===== config.mk =====
export PLATFORM = sky130hd
export DESIGN_NAME = corefifo_wr_ptr_ctrl_vdma
export DESIGN_NICKNAME = d
export VERILOG_FILES = /design/src/rtl/corefifo_wr_ptr_ctrl_vdma.sv
export SDC_FILE = /design/constraint.sdc
export NUM_CORES = 1
export LEC_CHECK = 0
export ABC_AREA = 1
export CAP_MARGIN = 20
export CORE_MARGIN = 4
export CORE_UTILIZATION = 41
export CTS_CLUSTER_DIAMETER = 30
export DETAILED_ROUTE_END_ITERATION = 8
export PLACE_DENSITY = 0.82
export SYNTH_ARGS = -nofsm -noshare
export SYNTH_HDL_FRONTEND = slang
export SYNTH_SLANG_ARGS = --single-unit

===== constraint.sdc =====
create_clock -name clk -period 2.3 [get_ports clk]
set_clock_uncertainty 0.2 [all_clocks]
set_input_delay 0.345 -clock clk [delete_from_list [all_inputs] [get_ports clk]]
set_output_delay 0.345 -clock clk [all_outputs]
set_load 0.01 [all_outputs]

===== src/rtl/corefifo_wr_ptr_ctrl_vdma.sv =====
// Write-side pointer controller for the VDMA FIFO: synchronises the read gray
// pointer, tracks the write pointers and produces fill level and status flags.
module corefifo_wr_ptr_ctrl_vdma #(
  parameter int ADDRWIDTH   = 3,
  parameter int AFULL_VAL   = 6,
  parameter int SYNC_STAGES = 2
) (
  input  logic                 clk,
  input  logic                 reset_n,
  input  logic                 wr_en,
  input  logic [ADDRWIDTH:0]   rd_ptr_gray,
  output logic                 mem_we,
  output logic [ADDRWIDTH-1:0] wr_addr,
  output logic [ADDRWIDTH:0]   wr_ptr_gray,
  output logic                 full,
  output logic                 afull,
  output logic [ADDRWIDTH:0]   wr_cnt,
  output logic                 overflow
);

  localparam int PW = ADDRWIDTH + 1;
  localparam logic [PW-1:0] FULL_CNT  = {1'b1, {ADDRWIDTH{1'b0}}};
  localparam logic [PW-1:0] AFULL_CNT = PW'(AFULL_VAL);

  logic [PW-1:0] sync_q [SYNC_STAGES];
  logic [PW-1:0] rd_gray_s;
  logic [PW-1:0] rd_bin_s;

  logic [PW-1:0] wr_ptr_bin_q, wr_ptr_bin_d;
  logic [PW-1:0] wr_ptr_gray_q, wr_ptr_gray_d;
  logic [PW-1:0] wr_cnt_q, wr_cnt_d;
  logic          full_q, full_d;
  logic          afull_q, afull_d;
  logic          overflow_q, overflow_d;
  logic          we;

  always_ff @(posedge clk or negedge reset_n) begin
    if (!reset_n) begin
      for (int i = 0; i < SYNC_STAGES; i++) sync_q[i] <= '0;
    end else begin
      sync_q[0] <= rd_ptr_gray;
      for (int i = 1; i < SYNC_STAGES; i++) sync_q[i] <= sync_q[i-1];
    end
  end

  assign rd_gray_s = sync_q[SYNC_STAGES-1];

  // Each binary bit is the XOR of all gray bits at or above it.
  generate
    for (genvar gi = 0; gi < PW; gi++) begin : g_g2b
      assign rd_bin_s[gi] = ^rd_gray_s[PW-1:gi];
    end
  endgenerate

  assign we = wr_en & ~full_q;

  always_comb begin
    wr_ptr_bin_d  = wr_ptr_bin_q + {{ADDRWIDTH{1'b0}}, we};
    wr_ptr_gray_d = wr_ptr_bin_d ^ (wr_ptr_bin_d >> 1);
    wr_cnt_d      = wr_ptr_bin_d - rd_bin_s;
    full_d        = (wr_cnt_d == FULL_CNT);
    afull_d       = (wr_cnt_d >= AFULL_CNT);
    overflow_d    = wr_en & full_q;
  end

  always_ff @(posedge clk or negedge reset_n) begin
    if (!reset_n) begin
      wr_ptr_bin_q  <= '0;
      wr_ptr_gray_q <= '0;
      wr_cnt_q      <= '0;
      full_q        <= 1'b0;
      afull_q       <= 1'b0;
      overflow_q    <= 1'b0;
    end else begin
      wr_ptr_bin_q  <= wr_ptr_bin_d;
      wr_ptr_gray_q <= wr_ptr_gray_d;
      wr_cnt_q      <= wr_cnt_d;
      full_q        <= full_d;
      afull_q       <= afull_d;
      overflow_q    <= overflow_d;
    end
  end

  assign mem_we      = we;
  assign wr_addr     = wr_ptr_bin_q[ADDRWIDTH-1:0];
  assign wr_ptr_gray = wr_ptr_gray_q;
  assign full        = full_q;
  assign afull       = afull_q;
  assign wr_cnt      = wr_cnt_q;
  assign overflow    = overflow_q;

endmodule


==> out/qor.yml <==
status: "finished clean"
clockBufferDepth: 2
synth_nets: 82
cts_buffers: 3
startpoint_type: "flip-flop"
placed_cell_area_um2: 1150
cts.reportedPaths.clkPinSlew_ns: 0.12
core_area_um2: 1960
syn_to_final_growth_pct: 50.1
grt_pass1_wl_um: 2420
worstPathCellList: "nor2_2, ha_2, ha_4, xor2_4, ha_4, a21oi_2, o21ai_2, inv_1, nand3_1, nand2_2, nand2_1"
fin_util: 0.653
maxCapViolCount: 0
fin_ws_ns: 0.110
layout_commonest_cell: "dfrtp_1"
die_area_um2: 2880
path_common_cell: "ha_4"
pwr-share-clk: 0.111
clock_sinks: 22
grt_max_degree: 23
drive_gt1_frac: 0.233
postRouteAntennaNets: 0
vias: 570
htreeDepth: 1
wl_um: 1540
num_antenna_cells: 0
tns_ns: 0
cts_tree: "done"
cpPeakStageDelay_ns: 0.42
yosysWarningCount: 0
fp.dieH_um: 53.6
worst_ir_drop_vdd_mv: 0.634
numPortBuffers: 21
syn_inst: 69
end_kind: "flip-flop"
setup_viol: 0
max_slew.worst_pin.slew_ns: 0.271
rsz0062_at_grt: "no"
fin_crit_ns: 2.19
avgViaCountPerCell: 4.38
place_ws_ns: -0.462
slew_headroom: 0.819
antenna_found_initial: 0
first_pass_iters: 1
synth-seq-area-share: 0.645
grt_pass1_vias: 594
path_class: "flip-flop to flip-flop"
slowest_stage: "dfrtp_1"
holdBufCountCts: 0
ys_types: 14
dp_hpwl_um: 1150
post-route-drc-count: 0
grt_overflow: 0
root_buffer: "clkbuf_4"
globalplace.congestion: 0.756
worstPathRequired_ns: 2.30
leakage_nw: 0.616
hold_viol_final: 0
syn_area_um2: 853
critPathArrivalTime_ns: 2.19
track_usage: 0.123
syn_area_per_cell_um2: 12.4
insertion_delay_ns: 0.31
ioPinCount: 22
pwr_density_cell_nw_per_um2: 1470
p_comb_frac: 0.574
post-route-period-util: 0.952
slew_viol_final: 0
p_sw_mw: 0.672
fin_area_um2: 1280
hp-class: "input port to flip-flop"
start_util: 0.435
seq_power_share: 0.315
synth-seq-cells: 22
fp.dieW_um: 53.6
avgRoutedWirePerCell_um: 11.8
max_freq_mhz: 457
p_int_mw: 1.21
switching_share: 0.357
final_nets: 117
layout_common_cells: "dfrtp_1, clkdlybuf4s50_1, inv_1"
drtIter0Drc: 0
rows: 16
critPathMaxFanout: 3
==> critical path, delay by kind of cell (launching register included) <==
| kind | cells | cell delay (ns) |
|---|---|---|
| flops | 1 | 0.42 |
| xor+xnor | 1 | 0.18 |
| compound gates | 2 | 0.22 |
| fa+ha+maj | 3 | 0.61 |
| buf+inv | 1 | 0.05 |
| simple gates | 4 | 0.38 |
==> sequential cells by signal (all words and copies together) (netlist names) <==
register and cells:
afull 1, full 1, overflow 1, rd_gray_s 4, sync_q 4, wr_cnt 4, wr_ptr_bin_q 4, wr_ptr_gray 3
==> power by group through the flow <==
stage	combinational, mW	sequential [mW]	clock [mW]
detailed placement	0.906	0.592	0
global placement	0.871	0.583	0
global route	1.18	0.609	0.237
floorplan	0.413	0.641	0
finish	1.08	0.593	0.208
CTS	1.01	0.588	0.217
==> path summary, 6_finish.rpt <==
| check | depth (start not counted) | to | from | slack [ns] |
|---|---|---|---|---|
| min | 3 | overflow | wr_en | 0.07 |
| min in group asynchronous | 2 | wr_ptr_bin_q[0] | reset_n | 0.18 |
| max | 11 | afull | full | 0.11 |
| min reg2reg | 0 | rd_gray_s[3] | sync_q[7] | 0.16 |
| max reg2reg | 11 | afull | full | 0.11 |
| max in group asynchronous | 2 | rd_gray_s[2] | reset_n | 1.51 |
==> routing by layer <==
metal	share of wire	up-vias	global-route usage	wire length, µm
met4	0.019	0	0.0766	29
met3	0.068	2	0.0249	104
met1	0.38	267	0.120	580
met2	0.54	21	0.235	825
li1	-	280	-	-
met5	0	-	0	0
==> through the flow <==
stage               std cells  hold WS, ns  power, mW
floorplan                  69       -0.151       1.05
global placement          123        0.134       1.45
detailed placement        123        0.141       1.50
CTS                       128        0.168       1.81
global route              130        0.104       2.03
finish                    130       0.0685       1.88
==> cells by family after synthesis <==
kind of cell | synth area share
AO/OA/AOI/OAI | 0.0117
flip-flops | 0.645
AND/OR/NAND/NOR | 0.0968
XOR/XNOR | 0.101
buffers and inverters | 0.0484
adder cells (fa/ha/maj) | 0.0968
==> final cells by class <==
type | count | area (µm²)
tap | 27 | 33.8
fill | 163 | 681
timing repair buffer | 30 | 280
inverter | 11 | 41.3
clock buffer | 4 | 36.3
sequential | 22 | 551
multi-input combinational | 36 | 339
==> repair_timing <==
action / CTS / global route
resized for setup: 7 / 5
setup endpoints to repair: 3 / 3
setup buffers: 1 / 2
pin swaps: 1 / 4
==> cell usage after synthesis (all sizes together) <==
cell type | instances | area (µm²)
xor2 | 6 | 52.6
a21oi | 1 | 5.00
nand3 | 5 | 25.0
inv | 11 | 41.3
dfrtp | 22 | 551
o21ai | 1 | 5.00
xnor2 | 3 | 33.8
ha | 5 | 62.6
nand2 | 10 | 40.0
nor2 | 3 | 11.3
nand4 | 1 | 6.26
fa | 1 | 20.0
(Power assumes the default switching activity.)
